==> src/rtl/aig_tt_pkg.sv <==
// Shared types and defaults for the AIG truth-table sweeper.
// Holds the sweep FSM state encoding and the table-width helper.
package aig_tt_pkg;

  typedef enum logic [1:0] {
    ST_IDLE = 2'd0,
    ST_WAIT = 2'd1,
    ST_DONE = 2'd2
  } state_e;

  localparam int DEF_NUM_IN = 4;
  localparam int DEF_SETTLE = 1;

  function automatic int tt_width(input int num_in);
    return 1 << num_in;
  endfunction

endpackage

==> src/rtl/aig_tt_sweep_if.sv <==
// Sweep control/result bundle between the sweeper and its controller/netlist.
// start is sampled only in IDLE; busy covers the sweep; done pulses one cycle with results valid.
interface aig_tt_sweep_if
  import aig_tt_pkg::*;
#(
  parameter int NUM_IN = DEF_NUM_IN
) ();

  localparam int TT_W = tt_width(NUM_IN);

  logic              start;
  logic [TT_W-1:0]   exp_tt;
  logic [NUM_IN-1:0] x;
  logic              y;
  logic              busy;
  logic              done;
  logic [TT_W-1:0]   tt;
  logic              match;
  logic [NUM_IN:0]   ones;
  state_e            dbg_state;

  modport master (
    output start, exp_tt, y,
    input  x, busy, done, tt, match, ones, dbg_state
  );

  modport slave (
    input  start, exp_tt, y,
    output x, busy, done, tt, match, ones, dbg_state
  );

endinterface

==> src/rtl/aig_tt_popcount.sv <==
// Combinational popcount of a captured truth table.
module aig_tt_popcount
  import aig_tt_pkg::*;
#(
  parameter int NUM_IN = DEF_NUM_IN,
  localparam int TT_W = tt_width(NUM_IN)
) (
  input  logic [TT_W-1:0] vec,
  output logic [NUM_IN:0] cnt
);

  always_comb begin
    cnt = '0;
    for (int i = 0; i < TT_W; i++) begin
      cnt = cnt + {{NUM_IN{1'b0}}, vec[i]};
    end
  end

endmodule

==> src/rtl/aig_tt_sweep.sv <==
// Truth-table sweeper: walks every minterm, holds each SETTLE+1 cycles,
// samples y at the end of the window, then reports table, match and onset size.
module aig_tt_sweep
  import aig_tt_pkg::*;
#(
  parameter int NUM_IN = DEF_NUM_IN,
  parameter int SETTLE = DEF_SETTLE
) (
  input  logic           clk,
  input  logic           rst_n,
  aig_tt_sweep_if.slave  bus
);

  localparam int TT_W = tt_width(NUM_IN);
  localparam logic [NUM_IN-1:0] IDX_LAST = NUM_IN'(TT_W - 1);
  localparam logic [3:0]        CNT_LOAD = 4'(SETTLE);

  state_e            state_q, state_d;
  logic [NUM_IN-1:0] idx_q, idx_d;
  logic [3:0]        cnt_q, cnt_d;
  logic [TT_W-1:0]   tt_q, tt_d;
  logic [TT_W-1:0]   exp_q, exp_d;
  logic              match_q, match_d;
  logic [NUM_IN:0]   ones_q, ones_d;
  logic              busy_q, busy_d;
  logic              done_q, done_d;
  logic [NUM_IN-1:0] x_q, x_d;

  logic [TT_W-1:0]   tt_smp;
  logic [NUM_IN:0]   pop_smp;

  // Table as it looks once the current minterm's sample is written; feeds
  // both the capture and the final match/popcount so results land with done.
  always_comb begin
    tt_smp        = tt_q;
    tt_smp[idx_q] = bus.y;
  end

  aig_tt_popcount #(.NUM_IN(NUM_IN)) u_popcount (
    .vec (tt_smp),
    .cnt (pop_smp)
  );

  always_comb begin
    state_d = state_q;
    idx_d   = idx_q;
    cnt_d   = cnt_q;
    tt_d    = tt_q;
    exp_d   = exp_q;
    match_d = match_q;
    ones_d  = ones_q;
    busy_d  = busy_q;
    done_d  = 1'b0;
    x_d     = x_q;

    unique case (state_q)
      ST_IDLE: begin
        x_d    = '0;
        busy_d = 1'b0;
        if (bus.start) begin
          state_d = ST_WAIT;
          tt_d    = '0;
          exp_d   = bus.exp_tt;
          idx_d   = '0;
          cnt_d   = CNT_LOAD;
          match_d = 1'b0;
          ones_d  = '0;
          busy_d  = 1'b1;
        end
      end
      ST_WAIT: begin
        if (cnt_q != 4'd0) begin
          cnt_d = cnt_q - 4'd1;
        end else begin
          tt_d = tt_smp;
          if (idx_q == IDX_LAST) begin
            state_d = ST_DONE;
            busy_d  = 1'b0;
            done_d  = 1'b1;
            match_d = (tt_smp == exp_q);
            ones_d  = pop_smp;
            x_d     = '0;
          end else begin
            idx_d = idx_q + NUM_IN'(1);
            cnt_d = CNT_LOAD;
            x_d   = idx_q + NUM_IN'(1);
          end
        end
      end
      ST_DONE: begin
        state_d = ST_IDLE;
      end
      default: begin
        state_d = ST_IDLE;
      end
    endcase
  end

  always_ff @(posedge clk or negedge rst_n) begin
    if (!rst_n) begin
      state_q <= ST_IDLE;
      idx_q   <= '0;
      cnt_q   <= '0;
      tt_q    <= '0;
      exp_q   <= '0;
      match_q <= 1'b0;
      ones_q  <= '0;
      busy_q  <= 1'b0;
      done_q  <= 1'b0;
      x_q     <= '0;
    end else begin
      state_q <= state_d;
      idx_q   <= idx_d;
      cnt_q   <= cnt_d;
      tt_q    <= tt_d;
      exp_q   <= exp_d;
      match_q <= match_d;
      ones_q  <= ones_d;
      busy_q  <= busy_d;
      done_q  <= done_d;
      x_q     <= x_d;
    end
  end

  assign bus.x         = x_q;
  assign bus.busy      = busy_q;
  assign bus.done      = done_q;
  assign bus.tt        = tt_q;
  assign bus.match     = match_q;
  assign bus.ones      = ones_q;
  assign bus.dbg_state = state_q;

endmodule

==> src/flat_wrapper.sv <==
// flat-port wrapper written by rule: the top's interface ports become plain ports
module aig_tt_sweep_flat import aig_tt_pkg::*;
#(
  parameter int NUM_IN = DEF_NUM_IN,
  parameter int SETTLE = DEF_SETTLE
)
  (clk, rst_n, bus_start, bus_exp_tt, bus_y, bus_x, bus_busy, bus_done, bus_tt, bus_match, bus_ones, bus_dbg_state);
  aig_tt_sweep_if #(.NUM_IN(NUM_IN)) bus_i ();
  input  logic clk;
  input  logic rst_n;
  input wire logic [$bits(bus_i.start)-1:0] bus_start;
  input wire logic [$bits(bus_i.exp_tt)-1:0] bus_exp_tt;
  input wire logic [$bits(bus_i.y)-1:0] bus_y;
  output wire logic [$bits(bus_i.x)-1:0] bus_x;
  output wire logic [$bits(bus_i.busy)-1:0] bus_busy;
  output wire logic [$bits(bus_i.done)-1:0] bus_done;
  output wire logic [$bits(bus_i.tt)-1:0] bus_tt;
  output wire logic [$bits(bus_i.match)-1:0] bus_match;
  output wire logic [$bits(bus_i.ones)-1:0] bus_ones;
  output wire logic [$bits(bus_i.dbg_state)-1:0] bus_dbg_state;
  assign bus_i.start = bus_start;
  assign bus_i.exp_tt = bus_exp_tt;
  assign bus_i.y = bus_y;
  assign bus_x = bus_i.x;
  assign bus_busy = bus_i.busy;
  assign bus_done = bus_i.done;
  assign bus_tt = bus_i.tt;
  assign bus_match = bus_i.match;
  assign bus_ones = bus_i.ones;
  assign bus_dbg_state = bus_i.dbg_state;
  aig_tt_sweep #(.NUM_IN(NUM_IN), .SETTLE(SETTLE)) u_core (.clk(clk), .rst_n(rst_n), .bus(bus_i));
endmodule
==> config.mk <==
export PLATFORM = sky130hd
export DESIGN_NAME = aig_tt_sweep_flat
export DESIGN_NICKNAME = d
export VERILOG_FILES = /design/src/rtl/aig_tt_pkg.sv /design/src/rtl/aig_tt_sweep_if.sv /design/src/rtl/aig_tt_popcount.sv /design/src/rtl/aig_tt_sweep.sv /design/src/flat_wrapper.sv
export SDC_FILE = /design/constraint.sdc
export NUM_CORES = 1
export LEC_CHECK = 0
export CAP_MARGIN = 30
export CORE_UTILIZATION = 55
export CTS_CLUSTER_DIAMETER = 40
export DETAILED_ROUTE_END_ITERATION = 8
export PLACE_DENSITY = 0.81
export SLEW_MARGIN = 25
export SYNTH_ARGS = -nofsm -noshare
export SYNTH_HDL_FRONTEND = slang
export SYNTH_SLANG_ARGS = --single-unit
==> constraint.sdc <==
create_clock -name clk -period 5.4 [get_ports clk]
set_clock_uncertainty 0.2 [all_clocks]
set_input_delay 0.81 -clock clk [delete_from_list [all_inputs] [get_ports clk]]
set_output_delay 0.81 -clock clk [all_outputs]
set_load 0.01 [all_outputs]
---- Word-level counts from Yosys, hierarchy flattened ----
Cells that the tools add are included.
cells by class
  divide/modulo/power cells ............... 0
  shift operators ......................... 0
  $lt $le $gt $ge ......................... 2
  eq/ne operators ......................... 8
  reductions and logical operators ........ 12
  add/sub/neg operators ................... 17
  $mul .................................... 0
  bitwise operators ....................... 0
  muxes and demuxes ....................... 36
operators by type and width
  operator                                                                             number
  5-bit by 1-bit adder with 5-bit output                                               11
  16-bit 2-to-1 mux                                                                    2
  4-bit 2-to-1 mux                                                                     8
  16-bit one-hot mux with 2 select lines                                               1
  4-bit one-hot mux with 2 select lines                                                3
  16-bit bitwise mux                                                                   1
  16-bit == test                                                                       1
  5-bit 2-to-1 mux                                                                     3
  3-bit AND reduction                                                                  4
  1-bit 2-to-1 mux                                                                     10
  5-bit one-hot mux with 2 select lines                                                1
  4-bit AND reduction                                                                  2
  2-bit 2-to-1 mux                                                                     3
  2-bit != test, second input constant                                                 3
  4-bit by 1-bit adder with 5-bit output                                               1
  4-bit by 5-bit less-than comparator with 1-bit output, second input constant         1
  3-bit by 1-bit adder with 4-bit output                                               1
  4-bit by 1-bit adder with 4-bit output, second input constant                        1
  1-bit demux with 4-bit select                                                        1
  4-bit == test, second input constant                                                 1
  4-bit by 1-bit greater-or-equal comparator with 1-bit output, second input constant  1
  1-bit one-hot mux with 2 select lines                                                2
  2-bit one-hot mux with 2 select lines                                                1
  2-bit AND reduction                                                                  2
  10 further kinds                                                                     10
word-level totals
  bits in latches ......................... 0
  memories kept ........................... 0
  ROM bits ................................ 0
  output and inout bits ................... 30
  word-level logic and storage cells ...... 85
  flip-flop bits (word level) ............. 54
  RAM bits ................................ 0
  bits of input ports ..................... 20

---- Longest topological paths before layout ----
Gate-level depths: netlist of run 1.
  depth in word-level cells ............... 23
  mapped depth ............................ 18
  mapped depth without buffers ............ 17

---- Hierarchy ----
A second synthesis of run 1 with hierarchy kept.
second synthesis, totals
  cell total of the unflattened synthesis .. 316
  area total of the unflattened synthesis .. 3225.6 sq um
modules (own cells, without submodules)
  module           cells each  times used  seq. area each (sq um)  area an instance (sq um)
  aig_tt_sweep     269         1           1351.3                  2817.7
  aig_tt_popcount  47          1           0.0                     407.9

---- Worst setup path before layout of run 1 ----
No wires, ideal clock.
  kind .................................... register -> register
  from .................................... register u_core.idx_q[0]
  to ...................................... register u_core.ones_q[4] (netlist: u_core.bus.ones[4])
  slack ................................... 0.451 ns
  cell stages (with the launch flop) ...... 16
  buffers on the path ..................... 0
  clock period less this slack ............ 4.949 ns
  arrival time ............................ 4.627 ns
  data required time ...................... 5.078 ns
  setup time .............................. 0.122 ns
  path through ............................ dfrtp_1 -> inv_1 -> ha_1 -> nor3b_1 -> mux2i_2 -> inv_1 -> fa_1 -> fa_1 -> fa_1 -> inv_1 -> fa_1 -> inv_1 -> ha_1 -> fa_1 -> a21o_1 -> a32o_1
between the ends
  longest elaborated chain between the ends .. 23
  elaborated cells on any way between the ends .. 27
  those cells by class .................... 15 x add/sub; 2 x order compare; 2 x eq/ne; 6 x mux; 2 x reduce/logical
RTL lines
  item                                                                                                                                                         RTL line               source
  start, declared                                                                                                                                              aig_tt_sweep.sv:19     logic [NUM_IN-1:0] idx_q, idx_d;
  start signal, assigned                                                                                                                                       aig_tt_sweep.sv:113    idx_q <= idx_d;
  4-bit by 5-bit less-than comparator with 1-bit output (not written as such) or 4-bit by 1-bit greater-or-equal comparator with 1-bit output (tied branches)  aig_tt_sweep.sv:36     tt_smp[idx_q] = bus.y;
  1-bit logical AND (not written as such)                                                                                                                      aig_tt_sweep.sv:36
  1-bit 2-to-1 mux (not written as such)                                                                                                                       aig_tt_sweep.sv:36
  1-bit demux with 4-bit select                                                                                                                                -
  16-bit bitwise mux                                                                                                                                           aig_tt_sweep.sv:36
  1-bit by 1-bit adder with 2-bit output                                                                                                                       aig_tt_popcount.sv:15  cnt = cnt + {{NUM_IN{1'b0}}, vec[i]};
  2-bit by 1-bit adder with 3-bit output                                                                                                                       aig_tt_popcount.sv:15
  3-bit by 1-bit adder with 4-bit output                                                                                                                       aig_tt_popcount.sv:15
  4-bit by 1-bit adder with 5-bit output                                                                                                                       aig_tt_popcount.sv:15
  5-bit by 1-bit adder with 5-bit output (11 in a row)                                                                                                         aig_tt_popcount.sv:15
  5-bit 2-to-1 mux                                                                                                                                             aig_tt_sweep.sv:76     if (idx_q == IDX_LAST) begin
  5-bit 2-to-1 mux                                                                                                                                             aig_tt_sweep.sv:72     if (cnt_q != 4'd0) begin
  5-bit one-hot mux with 2 select lines                                                                                                                        aig_tt_sweep.sv:56     unique case (state_q)
  end signal, assigned                                                                                                                                         aig_tt_sweep.sv:118    ones_q <= ones_d;
  end, declared                                                                                                                                                aig_tt_sweep.sv:24     logic [NUM_IN:0] ones_q, ones_d;
Parallel ways exist; a longest one is shown, timed or not. The select of a mux whose other input is x is not followed.
A chain may end at the register's enable or synchronous reset.

---- Worst setup path after layout of run 1 ----
Ends and elaborated chain as after synthesis.

==> flow_summary.ini, run 1 <==
[final_layout]
finalNetCount = 410
multi_input_area_sq_mm = 0.00182
drive_above_1_share = 0.178
syn2layout_area_growth_pct = 21.2
antennaDiodeCount = 0
fill_cells = 448
post-route-util = 0.690
register_area_sq_mm = 0.00135
finalInstanceArea_sq_mm = 0.00409

[global_route]
gr-total-overflow = 0
grt_use_total = 0.254
grt_pass1_wl_um = 12300
grt_max_degree = 55
antenna_found_initial = 0
first_global_vias = 2565

[worst_setup_path]
path_class = flop to flop
slowest_delay_ps = 540
start_kind = flop
cp.required_ps = 5410
slowest_stage = fa_1
crit_top_cell = fa_1
worstPathMaxFanout = 5
critPathCaptureType = flop
crit_chain = inv_1 > ha_1 > nor3b_1 > mux2i_2 > inv_1 > fa_1 > fa_1 > fa_1 > inv_1 > fa_1 > inv_1 > ha_1 > fa_1 > a21o_1 > a32o_1
cp_data_arrival_time_ps = 5070

[floorplan]
fp.dieW_um = 80.3
fp.dieArea_sq_mm = 0.00645
core_sq_mm = 0.00592
start_util = 0.570
rows = 28
ioPinCount = 50
dieHeight_um = 80.3

[cts]
cts_buffers = 5
clk_path_buf_depth = 2
cts_setup_buffers = 0
hold_buffers = 0
worstSkewPairLatency_ps = 310
cts_tree = yes
htreeDepth = 2
clock-sinks = 54
root_buffer = clkbuf_8
cts_resized = 0
clk_pin_slew_ps = 100

[yosys]
syn_nets = 352
ys.flop_type = dfrtp_1
postSynthAreaPerCell_sq_um = 10.8
synthTopCellsByArea = dfrtp_1 40%, fa_1 5.9%, mux2_2 5.0%
synth_cell_type_count = 55
yosysTopAreaCellShare = 0.401
synth_warnings = 0
synth_area_leader_cell = dfrtp_1
async_reset_ff_frac = 1.00
synth_area_sq_mm = 0.00337
ys_ff_latch = 54
yosysSeqAreaShare = 0.401
synth_edf_count = 0
synthCells = 311

[timing]
fin_ws_ps = 337
worstMarginPinSlew_ps = 699
drv_slew = 0
maxSlewHeadroom = 0.534
fmax_ghz = 0.197
fin_crit_sh = 0.938
tns_ps = 0
rsz0062_at_grt = no
hold_viol = 0
setup_violations = 0
fin_crit_ps = 5060

[routing]
route.met3.wl_um = 336
top_layer = met4
drtIter0Drc = 187
detail_route.vias_per_cell = 5.63
drc_errors = 0
dr.pass1.iters = 4
wl_met1_um = 3330
routed_wl_um = 7390
final_antenna_net_count = 0
dr_wl_met2_um = 3560
vias = 2506
wl_per_cell_um = 16.6

[pwr]
peakVddDrop_v = 0.000332
p_leak_uw = 0.00190
power.density_mw_per_mm2 = 580
finalPower_uw = 2370

[place]
gp_congestion = 0.842
io_buffers = 49
placed_area_sq_mm = 0.00397
place_hpwl_um = 5480
post-place-ws_ps = 33.7

[outcome]
status = completed

[run]
drv_cap = 0

[worst_hold_path]
min_path_type = flop to flop
-- cell type report --
type | count | area share
sequential | 54 | 0.331
timing repair buffer | 65 | 0.153
inverter | 27 | 0.0248
tap | 75 | 0.0230
multi-input combinational | 216 | 0.444
clock inverter | 2 | 0.00398
clock buffer | 6 | 0.0202
-- per-layer routing --
layer,up-vias,track usage
met2,76,0.428
met4,0,0.0875
met5,-,0
met3,16,0.0489
met1,1223,0.326
li1,1191,-
-- per-stage QoR --
stage,hold WS (ps),std cells
after CTS,290,444
final,285,445
after global routing,301,445
after detailed placement,264,436
after floorplan,291,311
after global placement,259,436
-- Yosys cell counts, drive strengths merged, types with 2 or more instances --
library cell / instances
a22o: 5
nand2: 36
fa: 10
o31ai: 16
nand3b: 14
o211ai: 3
nor3: 3
nor2: 9
dfrtp: 54
mux2i: 15
nand4: 3
o22ai: 2
a21o: 4
nand3: 8
ha: 11
xnor2: 10
and3: 2
nor4: 2
buf: 13
nand2b: 5
inv: 27
nor3b: 5
o21ai: 14
xor2: 7
mux2: 15
a21oi: 3
nor2b: 2
-- registers in the layout (all words and copies together), names as in the netlist --
| signal | flops |
|---|---|
| u_core.bus.tt | 16 |
| u_core.exp_q | 16 |
| u_core.bus.busy | 1 |
| u_core.bus.done | 1 |
| u_core.bus.ones | 5 |
| u_core.bus.match | 1 |
| u_core.cnt_q | 4 |
| u_core.bus.x | 4 |
| u_core.bus.dbg_state | 2 |
| u_core.idx_q | 4 |
-- cell usage in the layout, fill, tap and decap left out, types with 7 or more instances in the layout --
cell / instances
nand2_1: 34
inv_1: 27
xor2_1: 7
mux2i_1: 12
nor2_1: 8
buf_4: 14
o21ai_0: 13
nand3_1: 8
o31ai_2: 13
ha_1: 11
clkdlybuf4s50_1: 48
nand3b_1: 13
mux2_2: 15
xnor2_1: 10
dfrtp_1: 54
fa_1: 10
-- power breakdown --
part / leakage (uW) / switching (uW) / internal [uW]
registers: 0.000692 / 131 / 515
clock network: 0.0000478 / 137 / 106
logic: 0.00116 / 784 / 698
-- worst max-delay path: cells and delay by family, from the launching register on --
family | cells | cell delay, ps
adders and majority gates | 7 | 2920
DFF | 1 | 440
AOI/OAI and AO/OA | 2 | 430
and+or+nand+nor | 1 | 340
buffers and inverters | 4 | 330
muxes | 1 | 280
-- worst paths after layout --
path	from	to	slack (ps)	cells past startpoint
max	u_core.idx_q[0]	u_core.bus.ones[4]	340	15
min	u_core.bus.x[1]	u_core.bus.x[1]	290	2
max reg2reg	u_core.idx_q[0]	u_core.bus.ones[4]	340	15
min reg2reg	u_core.bus.x[1]	u_core.bus.x[1]	290	2
max in group asynchronous	rst_n	u_core.bus.tt[15]	4100	2
min in group asynchronous	rst_n	u_core.bus.x[2]	400	2
-- logic make-up after synthesis --
kind of cell	after synthesis	synth area share
AO/OA/AOI/OAI	54	0.132
XOR/XNOR	17	0.0442
adder cells (fa/ha/maj)	21	0.100
buffers and inverters	41	0.0608
flip-flops	54	0.401
multiplexers	30	0.101
AND/OR/NAND/NOR	94	0.162
Note: power is estimated with default switching activity, not from simulation.
==> run 2, diff against run 1 <==
--- a/config.mk
+++ b/config.mk
@@ -10,5 +10,6 @@
 export CTS_CLUSTER_DIAMETER = 40
 export DETAILED_ROUTE_END_ITERATION = 8
-export PLACE_DENSITY = 0.81
+export PLACE_DENSITY = 0.78
+export SKIP_CTS_REPAIR_TIMING = 1
 export SLEW_MARGIN = 25
 export SYNTH_ARGS = -nofsm -noshare
==> constraint.sdc (replaced) <==
create_clock -name clk -period 5.4 [get_ports clk]
set_clock_uncertainty 0.2 [all_clocks]
set_input_delay 1.62 -clock clk [delete_from_list [all_inputs] [get_ports clk]]
set_output_delay 1.62 -clock clk [all_outputs]
set_load 0.01 [all_outputs]
==> flow_summary.ini, run 2 (synthesis results as in run 1) <==
[outcome]
status = completed

[place]
placed_area_sq_mm = 0.00402
gp_congestion = 0.907
io_buffers = 49
place_hpwl_um = 5640

[routing]
dr.pass1.iters = 4
vias = 2608
final_antenna_net_count = 0
wl_per_cell_um = 17.7
detail_route.vias_per_cell = 5.78
drtIter0Drc = 163
drc_errors = 0
routed_wl_um = 7970

[final_layout]
fill_cells = 417
post-route-util = 0.714
register_area_sq_mm = 0.00135
drive_above_1_share = 0.218
finalNetCount = 416
final_common_cell = dfrtp_1
syn2layout_area_growth_pct = 25.4
multi_input_area_sq_mm = 0.00187
final_cell_mix = 54 x dfrtp_1, 47 x clkdlybuf4s50_1, 34 x nand2_1
antennaDiodeCount = 0
finalInstanceArea_sq_mm = 0.00423

[cts]
htreeDepth = 2
clk_pin_slew_ps = 100
clock-sinks = 54
worstSkewPairLatency_ps = 310
cts_tree = yes
root_buffer = clkbuf_8
clk_path_buf_depth = 2
cts_buffers = 5

[worst_setup_path]
reg2reg_depth = 13
timing.rr.start = u_core.idx_q[2]
critPathCaptureType = flop
worstPathMaxFanout = 7
r2r-end = u_core.bus.ones[4]
r2r_slack_ps = 310
cp.required_ps = 5400
path_class = primary input to flop
cp_data_arrival_time_ps = 5290
start_kind = primary input

[pwr]
peakVddDrop_v = 0.000400
switchingPower_uw = 1110
power_frac_clock = 0.122
finalPower_uw = 2630
switching_share = 0.423
p_comb_frac = 0.629
seq_power_share = 0.249
internal-power_uw = 1520
p_leak_uw = 0.00194
power.density_mw_per_mm2 = 623

[worst_hold_path]
worstHoldStart = u_core.bus.x[2]
min_path_type = flop to flop
hold_depth = 2
whs_endpoint = u_core.bus.x[2]

[timing]
fmax_ghz = 0.189
worstMarginPinSlew_ps = 767
fin_crit_ps = 5290
fin_crit_sh = 0.979
maxSlewHeadroom = 0.488
setup_violations = 0
hold_viol = 0
drv_slew = 0
rsz0062_at_grt = no

[global_route]
grt_use_total = 0.252
gr-total-overflow = 0
grt_pass1_wl_um = 12200
antenna_found_initial = 0
first_global_vias = 2498
grt_max_degree = 55

[floorplan]
rows = 28
fp.dieArea_sq_mm = 0.00645
start_util = 0.570
ioPinCount = 50
fp.dieW_um = 80.3
core_sq_mm = 0.00592
dieHeight_um = 80.3

[run]
drv_cap = 0
[run 2: worst max path at each step]
stage / slack, ps / cells past startpoint / start / to
2_1_floorplan: -40 / 15 / bus_y / u_core.bus.ones[4]
3_3_place_gp: -480 / 16 / bus_y / u_core.bus.ones[4]
3_5_place_dp: -550 / 16 / bus_y / u_core.bus.ones[4]
4_1_cts: -240 / 14 / bus_y / u_core.bus.ones[4]
5_1_grt: 3 / 15 / bus_y / u_core.bus.ones[4]
6_report: 110 / 15 / bus_y / u_core.bus.ones[4]
[run 2: power by group through the flow]
stage / Combinational, uW / Sequential, uW / Clock (uW)
floorplan: 1100 / 637 / 0
global placement: 1550 / 654 / 0
detailed placement: 1630 / 657 / 0
CTS: 1640 / 651 / 323
global route: 1860 / 672 / 340
finish: 1660 / 657 / 320
[run 2: per-layer routing]
metal / GRT usage / wire, um / up-vias
li1: - / - / 1206
met1: 0.343 / 3370 / 1286
met2: 0.415 / 4020 / 102
met3: 0.0420 / 446 / 14
met4: 0.0714 / 139 / 0
met5: 0 / 0 / -
[run 2: area by class of cell]
type                            instances  share of cell area
Sequential cell                        54               0.320
Clock inverter                          3              0.0163
Timing Repair Buffer                   71               0.161
Multi-Input combinational cell        216               0.441
Clock buffer                            5              0.0163
Tap cell                               75              0.0222
Inverter                               27              0.0240
[run 2: critical path, cell delays in order]
cell and delay (ps):
buf_2 140, buf_12 150, mux2_4 290, fa_1 480, inv_1 50, fa_1 470
inv_1 60, fa_1 510, inv_1 50, fa_1 500, inv_1 50, ha_2 190
fa_2 360, a21o_1 160, a32o_1 210
[run 2: through the flow]
step	setup TNS, ps	hold slack (ps)	cells	setup WS, ps
3_5_place_dp	-2030	265	441	-547
2_1_floorplan	-41.6	291	311	-41.6
5_1_grt	0	314	451	3.49
4_1_cts	-706	288	449	-241
6_report	0	280	451	112
3_3_place_gp	-1730	261	441	-483
==> run 3, diff against run 2 <==
- CAP_MARGIN: 30 -> 20
- HOLD_SLACK_MARGIN: unset -> 0.03
==> flow_summary.ini, run 3 (synthesis results as in run 1) <==
[cts]
worstSkewPairLatency_ps = 310
root_buffer = clkbuf_8
clk_path_buf_depth = 2
clock-sinks = 54
cts_tree = yes
clk_pin_slew_ps = 100
htreeDepth = 2
cts_buffers = 5

[pwr]
internal-power_uw = 1520
peakVddDrop_v = 0.000400
p_leak_uw = 0.00193
p_comb_frac = 0.628
switching_share = 0.423
seq_power_share = 0.250
power.density_mw_per_mm2 = 624
switchingPower_uw = 1110
power_frac_clock = 0.122

[global_route]
busiest_layer = met2
gr-total-overflow = 0
use_met3 = 0.0420
grt_use_total = 0.252
grt_pass1_wl_um = 12200
grt_max_degree = 55
globalRouteMet2Util = 0.415
gr-usage-met1 = 0.343
first_global_vias = 2498
antenna_found_initial = 0

[final_layout]
drive_above_1_share = 0.216
finalInstanceArea_sq_mm = 0.00422
syn2layout_area_growth_pct = 25.1
final_cell_mix = 54 x dfrtp_1, 47 x clkdlybuf4s50_1, 34 x nand2_1
finalNetCount = 415
final_common_cell = dfrtp_1
antennaDiodeCount = 0

[worst_setup_path]
crit_chain = buf_2 > buf_12 > mux2_4 > fa_1 > inv_1 > fa_1 > inv_1 > fa_1 > inv_1 > fa_1 > inv_1 > ha_2 > fa_2 > a21o_1 > a32o_1
start_kind = primary input
cp.required_ps = 5410
slowest_delay_ps = 510
r2r-end = u_core.bus.ones[4]
slowest_stage = fa_1
reg2reg_depth = 13
cp_top_family = adder cells
path_class = primary input to flop
critPathCaptureType = flop
critPathBufInv = 6
cp_data_arrival_time_ps = 5290
r2r_slack_ps = 310
worstPathMaxFanout = 7
timing.rr.start = u_core.idx_q[2]

[floorplan]
dieHeight_um = 80.3
start_util = 0.570
rows = 28
fp.dieW_um = 80.3
fp.dieArea_sq_mm = 0.00645
ioPinCount = 50
core_sq_mm = 0.00592

[routing]
drtIter0Drc = 163
dr.pass1.iters = 4
routed_wl_um = 7850
wl_per_cell_um = 17.4
vias = 2573
drc_errors = 0
final_antenna_net_count = 0
detail_route.vias_per_cell = 5.72

[timing]
fin_crit_ps = 5290
rsz0062_at_grt = no
hold_viol = 0
worstMarginPinSlew_ps = 982
maxSlewHeadroom = 0.345
drv_slew = 0
fin_crit_sh = 0.979
setup_violations = 0
fmax_ghz = 0.189
whs_ps = 280

[place]
gp_congestion = 0.907
io_buffers = 49
place_hpwl_um = 5640
placed_area_sq_mm = 0.00402

[worst_hold_path]
min_path_type = flop to flop
hold_depth = 2
whs_endpoint = u_core.bus.x[2]
worstHoldStart = u_core.bus.x[2]

[run]
drv_cap = 0

[outcome]
status = completed
run 3: cell types whose count changed in the layout (fill, tap and decap cells not counted), sizes merged:
cell  change
buf       -1
run 3: worst max path at each step:
stage	from	end	slack, ps	cells past startpoint
floorplan	bus_y	u_core.bus.ones[4]	-40	15
global placement	bus_y	u_core.bus.ones[4]	-480	16
detailed placement	bus_y	u_core.bus.ones[4]	-550	16
CTS	bus_y	u_core.bus.ones[4]	-240	14
global route	bus_y	u_core.bus.ones[4]	6	15
finish	bus_y	u_core.bus.ones[4]	110	15
run 3: worst register-to-register path, stage by stage, from the launching register on:
cell	delay [ps]
dfrtp_1	670
nor3b_1	620
mux2i_4	330
inv_1	80
fa_1	560
fa_1	450
fa_1	560
inv_1	50
fa_1	500
inv_1	50
ha_2	190
fa_2	370
a21o_1	160
a32o_1	210
run 3: per-stage QoR:
| step | total power, uW | setup slack [ps] | util | TNS (ps) | std cells |
|---|---|---|---|---|---|
| global route | 2870 | 5.83 | 0.712 | 0 | 450 |
| global placement | 2210 | -483 | 0.679 | -1730 | 441 |
| floorplan | 1730 | -41.6 | - | -41.6 | 311 |
| CTS | 2610 | -241 | 0.703 | -706 | 449 |
| finish | 2630 | 115 | 0.712 | 0 | 450 |
| detailed placement | 2290 | -547 | 0.679 | -2030 | 441 |
run 3: area by class of cell:
| class | count | area [sq um] |
|---|---|---|
| Multi-Input combinational cell | 216 | 1870 |
| Clock buffer | 5 | 68.8 |
| Inverter | 27 | 101 |
| Timing Repair Buffer | 70 | 668 |
| Tap cell | 75 | 93.8 |
| Fill cell | 418 | 1700 |
| Clock inverter | 3 | 68.8 |
| Sequential cell | 54 | 1350 |
run 3: power groups by stage:
stage               clock network, uW  logic (uW)  registers (uW)
detailed placement                  0        1630             657
global route                      340        1860             672
global placement                    0        1550             654
CTS                               323        1640             651
finish                            322        1650             657
floorplan                           0        1100             637
run 3: metal layers:
| layer | vias up | wire length (um) |
|---|---|---|
| met2 | 102 | 3900 |
| met5 | - | 0 |
| met4 | 0 | 189 |
| li1 | 1206 | - |
| met1 | 1242 | 3290 |
| met3 | 23 | 462 |
